`config.mk`:
```
export PLATFORM = sky130hd
export DESIGN_NAME = pet_mood
export DESIGN_NICKNAME = d
export VERILOG_FILES = /design/src/rtl/pet_pkg.sv /design/src/rtl/pet_tick_gen.sv /design/src/rtl/pet_mood.sv
export SDC_FILE = /design/constraint.sdc
export NUM_CORES = 1
export LEC_CHECK = 0
export ABC_AREA = 1
export BUFFER_PORTS_ARGS = -buffer_cell sky130_fd_sc_hd__buf_2
export CAP_MARGIN = 10
export CORE_ASPECT_RATIO = 0.9
export CORE_MARGIN = 5
export CORE_UTILIZATION = 57
export CTS_CLUSTER_SIZE = 14
export DETAILED_ROUTE_END_ITERATION = 8
export PLACE_DENSITY = 0.85
export SLEW_MARGIN = 10
export SYNTH_ARGS = -nofsm -noshare
export SYNTH_HDL_FRONTEND = slang
export SYNTH_SLANG_ARGS = --single-unit
```
`constraint.sdc`:
```
create_clock -name clk -period 3.4 [get_ports clk]
set_clock_uncertainty 0.1 [all_clocks]
set_input_delay 0.85 -clock clk [delete_from_list [all_inputs] [get_ports clk]]
set_output_delay 0.85 -clock clk [all_outputs]
set_load 0.05 [all_outputs]
```
`src/rtl/pet_pkg.sv`:
```
// Shared types and constants for the pet status blocks: mood encodings,
// stat indices and the mood classification helper.
package pet_pkg;

    typedef enum logic [2:0] {
        MOOD_CONTENT  = 3'd0,
        MOOD_NEEDY    = 3'd1,
        MOOD_CRITICAL = 3'd2,
        MOOD_SLEEPING = 3'd3,
        MOOD_SICK     = 3'd4,
        MOOD_DEAD     = 3'd5
    } mood_e;

    localparam int NUM_STATS     = 6;
    localparam int STAT_HUNGER   = 0;
    localparam int STAT_HAPPY    = 1;
    localparam int STAT_HEALTH   = 2;
    localparam int STAT_HYGIENE  = 3;
    localparam int STAT_ENERGY   = 4;
    localparam int STAT_SOCIAL   = 5;

    // Mood from the worst need level alone (no sickness or sleep involved).
    function automatic mood_e classify_level(input logic [3:0] level,
                                             input logic [3:0] warn,
                                             input logic [3:0] crit);
        if (level >= crit)
            return MOOD_CRITICAL;
        else if (level >= warn)
            return MOOD_NEEDY;
        else
            return MOOD_CONTENT;
    endfunction

    function automatic logic mood_alerts(input mood_e m);
        return (m == MOOD_CRITICAL) || (m == MOOD_SICK);
    endfunction

endpackage

```
`src/rtl/pet_tick_gen.sv`:
```
// Evaluation tick divider: one-cycle tick every TICK_DIV clocks, with a
// synchronous clear that restarts the count from zero.
module pet_tick_gen #(
    parameter int TICK_DIV = 10000
) (
    input  logic clk,
    input  logic reset,
    input  logic clear,
    output logic tick
);

    localparam int CW = (TICK_DIV > 1) ? $clog2(TICK_DIV) : 1;

    logic [CW-1:0] count_reg;

    assign tick = (count_reg == CW'(TICK_DIV - 1));

    always_ff @(posedge clk or posedge reset) begin
        if (reset)
            count_reg <= '0;
        else if (clear || tick)
            count_reg <= '0;
        else
            count_reg <= count_reg + 1'b1;
    end

endmodule

```
`src/rtl/pet_mood.sv`:
```
// Pet mood classifier: evaluates the six need levels on each tick and
// publishes registered mood/alert status. Sleep support under PET_MOOD_SLEEP_EN.
module pet_mood
    import pet_pkg::*;
#(
    parameter int TICK_DIV    = 10000,
    parameter int WARN_LEVEL  = 8,
    parameter int CRIT_LEVEL  = 12,
    parameter int SLEEP_TICKS = 32,
    parameter int DEATH_TICKS = 64
) (
    input  logic       clk,
    input  logic       reset,
    input  logic [3:0] hunger,
    input  logic [3:0] happiness,
    input  logic [3:0] health,
    input  logic [3:0] hygiene,
    input  logic [3:0] energy,
    input  logic [3:0] social,
    input  logic       revive,
    output logic [2:0] mood,
    output logic       alert,
    output logic [5:0] alert_mask,
    output logic [2:0] worst_stat,
    output logic [7:0] age,
    output logic       dead
);

    localparam int          SW   = $clog2(DEATH_TICKS + 1);
    localparam logic [3:0]  WARN = 4'(WARN_LEVEL);
    localparam logic [3:0]  CRIT = 4'(CRIT_LEVEL);

    logic       tick;
    logic       revive_ok;
    logic [3:0] stats [NUM_STATS];
    logic [5:0] mask_now;
    logic [3:0] stat_max;
    logic [2:0] worst_idx;

    mood_e         mood_reg, mood_next;
    logic [SW-1:0] sick_cnt_reg, sick_cnt_next;
    logic [7:0]    age_reg, age_next;
    logic [5:0]    mask_reg, mask_next;
    logic [2:0]    worst_reg, worst_next;
    logic          alert_reg, dead_reg;

`ifdef PET_MOOD_SLEEP_EN
    localparam int LW = $clog2(SLEEP_TICKS + 1);
    logic [LW-1:0] sleep_cnt_reg, sleep_cnt_next;
`else
    logic unused_sleep_ticks;
    assign unused_sleep_ticks = (SLEEP_TICKS > 0);
`endif

    assign revive_ok = revive && (mood_reg == MOOD_DEAD);

    pet_tick_gen #(.TICK_DIV(TICK_DIV)) u_tick (
        .clk   (clk),
        .reset (reset),
        .clear (revive_ok),
        .tick  (tick)
    );

    assign stats[STAT_HUNGER]  = hunger;
    assign stats[STAT_HAPPY]   = happiness;
    assign stats[STAT_HEALTH]  = health;
    assign stats[STAT_HYGIENE] = hygiene;
    assign stats[STAT_ENERGY]  = energy;
    assign stats[STAT_SOCIAL]  = social;

    generate
        for (genvar gi = 0; gi < NUM_STATS; gi++) begin : g_mask
            assign mask_now[gi] = (stats[gi] >= WARN);
        end
    endgenerate

    // Strict greater-than keeps the lowest index on ties.
    always_comb begin
        stat_max  = stats[0];
        worst_idx = 3'd0;
        for (int i = 1; i < NUM_STATS; i++) begin
            if (stats[i] > stat_max) begin
                stat_max  = stats[i];
                worst_idx = 3'(i);
            end
        end
    end

    always_comb begin
        mood_next     = mood_reg;
        sick_cnt_next = sick_cnt_reg;
        age_next      = age_reg;
        mask_next     = mask_reg;
        worst_next    = worst_reg;
`ifdef PET_MOOD_SLEEP_EN
        sleep_cnt_next = sleep_cnt_reg;
`endif
        if (revive_ok) begin
            mood_next     = MOOD_CONTENT;
            age_next      = '0;
            sick_cnt_next = '0;
`ifdef PET_MOOD_SLEEP_EN
            sleep_cnt_next = '0;
`endif
        end else if (tick && (mood_reg != MOOD_DEAD)) begin
            mask_next  = mask_now;
            worst_next = worst_idx;
            age_next   = (age_reg == 8'hFF) ? age_reg : age_reg + 8'd1;
            if (health >= CRIT) begin
                sick_cnt_next = sick_cnt_reg + 1'b1;
                mood_next = (sick_cnt_next == SW'(DEATH_TICKS)) ? MOOD_DEAD : MOOD_SICK;
            end else begin
                sick_cnt_next = '0;
`ifdef PET_MOOD_SLEEP_EN
                // A finished episode falls through to classification, never straight back to sleep.
                if ((mood_reg == MOOD_SLEEPING) && (sleep_cnt_reg < LW'(SLEEP_TICKS - 1))) begin
                    sleep_cnt_next = sleep_cnt_reg + 1'b1;
                end else if ((energy >= CRIT) && (mood_reg != MOOD_SLEEPING)) begin
                    mood_next      = MOOD_SLEEPING;
                    sleep_cnt_next = '0;
                end else begin
                    mood_next = classify_level(stat_max, WARN, CRIT);
                end
`else
                mood_next = classify_level(stat_max, WARN, CRIT);
`endif
            end
        end
    end

    always_ff @(posedge clk or posedge reset) begin
        if (reset) begin
            mood_reg     <= MOOD_CONTENT;
            sick_cnt_reg <= '0;
            age_reg      <= '0;
            mask_reg     <= '0;
            worst_reg    <= '0;
            alert_reg    <= 1'b0;
            dead_reg     <= 1'b0;
        end else begin
            mood_reg     <= mood_next;
            sick_cnt_reg <= sick_cnt_next;
            age_reg      <= age_next;
            mask_reg     <= mask_next;
            worst_reg    <= worst_next;
            alert_reg    <= mood_alerts(mood_next);
            dead_reg     <= (mood_next == MOOD_DEAD);
        end
    end

`ifdef PET_MOOD_SLEEP_EN
    always_ff @(posedge clk or posedge reset) begin
        if (reset)
            sleep_cnt_reg <= '0;
        else
            sleep_cnt_reg <= sleep_cnt_next;
    end
`endif

    assign mood       = mood_reg;
    assign alert      = alert_reg;
    assign alert_mask = mask_reg;
    assign worst_stat = worst_reg;
    assign age        = age_reg;
    assign dead       = dead_reg;

endmodule
```
Yosys cells after proc, flatten, opt, wreduce, memory -nomap -nowiden
Cells that the tools add are included.

word-level totals
  memories = 0
  RAM bits = 0
  bits of input ports = 27
  output and inout bits = 22
  bits in latches = 0
  register bits = 43
  bits in read-only memories = 0

cells by class
  multiply operators = 0
  bitwise gates (word level) = 1
  multiplexer cells = 23
  order comparisons = 14
  shifts and indexed selects = 0
  divide/modulo/power cells = 0
  reduce and logical (&&, ||, !) cells = 7
  eq/ne operators = 9
  add/subtract/negate cells = 3

operator list
  operator                 number
  $ge A4 B4 Y1 const B     9
  $mux W8                  3
  $mux W3                  7
  $mux W7                  3
  $gt A4 B4 Y1             5
  $mux W4                  5
  $add A14 B1 Y14 const B  1
  $eq A14 B14 Y1 const B   1
  $mux W14                 1
  $eq A3 B3 Y1 const B     3
  $add A8 B1 Y8 const B    1
  $eq A8 B8 Y1 const B     1
  $add A7 B1 Y7 const B    1
  $eq A7 B7 Y1 const B     1
  $reduce_and A2 Y1        2
  $eq A3 B2 Y1 const B     1
  $mux W1                  3
  $ne A3 B3 Y1 const B     1
  $logic_and A1 B1 Y1      2
  $logic_or A1 B1 Y1       2
  $mux W2                  1
  $ne A2 B1 Y1 const B     1
  $reduce_bool A2 Y1       1
  $not A1 Y1               1

Longest topological paths before layout
  depth in word-level cells = 18
  gate-level depth with buffers = 52
  depth with buffers taken out = 52

Cells and area by module
A second synthesis with hierarchy kept.

unflattened totals
  cell total of the unflattened synthesis = 421
  area total of the unflattened synthesis = 3104.2 sq um

by module, submodules not included
  module        cells an instance  area each (sq um)  times used  seq. area each (sq um)
  pet_mood      312                2293.4             1           725.7
  pet_tick_gen  109                810.8              1           350.3

Worst setup path before layout
OpenSTA, ideal clock, no wires.

  path type = in2reg
  from = input port hunger[3]
  to = register alert_reg, in the netlist alert
  library setup time = 0.118 ns
  arrival = 5.700 ns
  setup slack = -2.518 ns
  stages = 44
  path buffers = 0
  path through = inv_1 ha_1 a21oi_1 nand2_2 nand2_4 nand2_1 o21ai_0 inv_1 ha_1 nand2_2 nor2_4 nand2_2 nand2_4 nand2_4 inv_1 nand2_1 o21ai_0 inv_1 (+8 left out) inv_1 ha_1 nand2_1 nor2_2 nand3_2 nand2_4 nand2_2 and2_1 ha_1 nand2_1 o31ai_1 nand3_1 nand2_2 inv_1 nand2_2 nand2_2 nand3_1 nand2_1

on the way
  elaborated cells between the ends (all ways) = 20

RTL lines
  item                                          RTL line         text
  start: declaration                            pet_mood.sv:14   input logic [3:0] hunger,
  $gt A4 B4 Y1                                  pet_mood.sv:82   if (stats[i] > stat_max) begin
  $mux W4 *                                     pet_mood.sv:82
  $gt A4 B4 Y1                                  pet_mood.sv:82
  $mux W4 *                                     pet_mood.sv:82
  $gt A4 B4 Y1                                  pet_mood.sv:82
  $mux W4 *                                     pet_mood.sv:82
  $gt A4 B4 Y1                                  pet_mood.sv:82
  $mux W4 *                                     pet_mood.sv:82
  (+2 left out)                                 -
  $ge A4 B4 Y1 *                                pet_pkg.sv:26    if (level >= crit)
  $mux W2 *                                     pet_pkg.sv:26
  $mux W3 *                                     pet_mood.sv:109  if (health >= CRIT) begin
  $mux W3 *                                     pet_mood.sv:105  end else if (tick && (mood_reg != MOOD_DEAD)) begin
  $mux W3 *                                     pet_mood.sv:98   if (revive_ok) begin
  via mood_next[1]                              pet_mood.sv:40   mood_e mood_reg, mood_next;
  $eq A3 B2 Y1 or $eq A3 B3 Y1 (tied branches)  pet_pkg.sv:35    return (m == MOOD_CRITICAL) || (m == MOOD_SICK);
  $logic_or A1 B1 Y1 *                          pet_pkg.sv:35
  end signal: assignment                        pet_mood.sv:146  alert_reg <= mood_alerts(mood_next);
  end: declaration                              pet_mood.sv:45   logic alert_reg, dead_reg;

Mark *: on every way through the listed nets, which the timed path passes. The rest lies on a longest branch.
A chain may end at the register's enable or synchronous reset.

Final worst setup path
  from = input port hunger[3]
  to = register alert_reg, in the netlist alert

on the way
  longest elaborated chain between the ends = 18
  elaborated cells between the ends (all ways) = 20

RTL lines
  item                                          RTL line         text
  $gt A4 B4 Y1                                  pet_mood.sv:82
  $mux W4 *                                     pet_mood.sv:82
  $gt A4 B4 Y1                                  pet_mood.sv:82
  $mux W4 *                                     pet_mood.sv:82
  $gt A4 B4 Y1                                  pet_mood.sv:82
  $mux W4 *                                     pet_mood.sv:82
  $gt A4 B4 Y1                                  pet_mood.sv:82
  $mux W4 *                                     pet_mood.sv:82
  (+2 left out)                                 -
  $ge A4 B4 Y1                                  pet_pkg.sv:28    else if (level >= warn)
  $mux W1                                       pet_pkg.sv:28
  $mux W2 *                                     pet_pkg.sv:26
  $mux W3 *                                     pet_mood.sv:109
  $mux W3 *                                     pet_mood.sv:105
  $mux W3 *                                     pet_mood.sv:98
  $eq A3 B2 Y1 or $eq A3 B3 Y1 (tied branches)  pet_pkg.sv:35
  $logic_or A1 B1 Y1 *                          pet_pkg.sv:35

Every way passes the cells marked *; elsewhere a longest branch is shown, timed or not.

==> summary.md <==
| Metric | Value |
|---|---|
| Outcome | finished with violations |
| Failing checks | setup timing |
| Fmax | 165 MHz |
| Top-count cell post-synth | nand2_1 |
| Worst endpoint data arrival time | 6.18 ns |
| Max Slew Vio Count | 0 |
| Vias/cell | 5.59 |
| Dominant synthesized flop cell | dfrtp_1 |
| CTS max path bufs | 2 |
| Worst Path Required | 3.51 ns |
| Syn_nets | 447 |
| Type of origin of the critical path | input port |
| Crit share post-route | 179% |
| Final setup violation count | 7 |
| Routed WL per cell | 16.3 um |
| Vias | 3261 |
| Synth-to-layout area growth | 43.5% |
| Mux contribution to synthesized area | 0% |
| Fin crit period | 6.07 ns |
| ANT nets after route | 0 |
| Remaining DRCs | 0 |
| Peak per-stage delay on the critical path | 0.29 ns |
| Cell taking the most area after synthesis | dfrtp_1 |
| Hold Vio Cnt, Final | 0 |
| Worst Tran Pin Value | 0.558 ns |
| Combinational family with the most area after synthesis | simple AND/OR/NAND/NOR gates |
| Final HPWL from detailed placement | 5460 um |
| Initial core utilization | 57.8% |
| Post-synth EDFFs | 0 |
| Mapped Cells | 402 |
| Core Util, Final | 82.9% |
| Synthesized flop and latch total | 43 |
| Worst vdd ir | 0.000659 V |
| Clk Tree Root Cell | clkbuf_8 |
| Port bufs | 48 |
| Cts bufs inserted | 5 |
| Max_slew headroom | 62.5% |
| Count of unique library cells instantiated by Yosys | 36 |
| GRT Overall Usage | 24.2% |
| Commonest cells post-synth | nand2_1 (81), inv_1 (73), dfrtp_1 (43) |
| Yosys warnings | 0 |
| Core area | 0.00516 mm^2 |
| Row count | 25 |
| CTS tree | done |
| Largest net degree at the start of global routing | 30 |
| Drt first pass iters | 6 |
| RSZ-0062 raised after global routing | true |
| # IOs | 49 |
| Routability Congestion | 0.840 |
| Max reg flops | 14 |
| Synth top area cells | dfrtp_1 (36%), nand2_1 (10%), inv_1 (9.2%) |
| Crit Path Max Fanout | 7 |
| Detailed Route WL | 9490 um |
| Drt initial violations | 308 |
| Final Non-Filler Cells | 583 |
| # Max-Cap Violations | 0 |
| Worst skew pair latency | 0.31 ns |
| Most frequent cell on the critical path | nand2_4 |
| Total grt overflow | 0 |
| Die H | 78.6 um |
| Sequential element share of the synthesized area | 36.1% |
| NumNets Final | 560 |
| Hold Path Class | reg -> reg |
| Worst setup margin | -2.67 ns |
| Mean post-synth cell area | 7.42 um^2 |
| Die Area | 0.00678 mm^2 |
| Ant. Diodes | 0 |
| Initial antenna violation count | 0 |
| Adder-cell share of the synthesized area | 7.55% |
| Capturing element type of the critical path | register |
| Worst path slowest cell | ha_4 |
| Power per cell area | 538 mW/mm^2 |
| Leakage power | 2.19 nW |
| Clk pin slew, worst setup/hold paths | 0.09 ns |
| Placed Instances | 557 |
| First-pass GRT wire length | 13100 um |
| Synth Area in Compound Gates | 11.0% |
| # hold bufs at CTS | 0 |
| Sink Count | 43 |
| Post-synthesis xor/xnor area fraction | 1.76% |
| Post-synth top area share | 36.1% |
| Simple-gate share of the synthesized area | 33.9% |
| Die width | 86.3 um |
| Mapped Area | 0.00298 mm^2 |
| Ys async rst share | 100% |
| Share of layout cells above drive strength 1 | 39.5% |
| Vias in the first global route | 3115 |
| Setup CP Type | in -> reg |
| H-tree depth | 2 |
## worst max-delay path, delay by kind of cell
| kind | cells | cell delay, ns |
|---|---|---|
| simple gates | 26 | 2.08 |
| fa+ha+maj | 5 | 1.40 |
| buf+inv | 12 | 0.97 |
| compound gates | 6 | 0.87 |
## stage by stage
stage	total power [mW]	TNS, ns	hold slack [ns]	instance area [um^2]	setup WS (ns)
6_report	2.30	-17.77	0.360	4280	-2.67
5_1_grt	2.41	-18.91	0.375	4280	-2.86
4_1_cts	1.92	-15.13	0.365	4090	-2.31
3_5_place_dp	1.34	-18.10	0.354	3720	-2.71
3_3_place_gp	1.31	-16.48	0.349	3720	-2.49
2_1_floorplan	1.07	-14.70	0.333	3090	-2.24
## final cells by class
type	instances	area, um^2
clock buffer	6	82.6
clock inverter	2	16.3
fill	291	882
inverter	76	305
multi-input combinational	282	1940
sequential	43	1080
tap	67	83.8
timing repair buffer	107	773
## power breakdown
part | internal, mW | total (mW) | switching (mW) | leakage [nW]
clock network | 0.166 | 0.354 | 0.188 | 0.0474
logic | 0.673 | 1.43 | 0.759 | 1.64
registers | 0.514 | 0.518 | 0.00320 | 0.496
total | 1.35 | 2.30 | 0.951 | 2.19
## metal layers
metal / vias up / global-route usage [%] / part of all wire [%]
met3: 37 / 4.41 / 7.3
met5: - / 0 / 0
met1: 1525 / 26.2 / 38
met2: 171 / 45.1 / 51
li1: 1528 / - / -
met4: 0 / 10.9 / 4.0
## repair_timing
item / CTS / global route
endpoints found under the setup margin: 7 / 7
gates resized for setup: 39 / 33
buffers inserted: 11 / 8
pin swaps: 46 / 35
## cell families after synthesis
| kind of cell | count (synthesis) |
|---|---|
| AOI/OAI and AO/OA | 58 |
| xor gates and xnor gates | 6 |
| adders and majority gates | 18 |
| buffers and inverters | 77 |
| DFF | 43 |
| and+or+nand+nor | 200 |
## path summary, 6_finish.rpt
path	from	end	slack, ns	cells past startpoint
worst max-delay path	hunger[3]	alert	-2.67	49
worst min-delay path	u_tick.count_reg[0]	u_tick.count_reg[0]	0.36	1
worst max register to register	u_tick.count_reg[0]	age[7]	0.53	16
worst min register to register	u_tick.count_reg[0]	u_tick.count_reg[0]	0.36	1
max in group asynchronous	reset	u_tick.count_reg[2]	1.95	3
min in group asynchronous	reset	mood[1]	0.47	2
## layout by cell type, fill, tap and decap left out, types with 4 or more instances in the layout
cell      count
nand2_1      71
inv_1        58
buf_4        52
dfrtp_1      43
buf_2        42
nor2_1       28
nand3_1      21
nand2_2      19
o21ai_0      18
nor3_1       14
a21oi_1      14
nand2_4      13
inv_2        12
ha_1         10
buf_6        10
ha_4          8
nand3_2       7
nand3_4       6
clkbuf_8      6
nor4_1        4
nand3b_1      4
xor2_1        4
o21ai_2       4
Note: power is estimated with default switching activity, not from simulation.
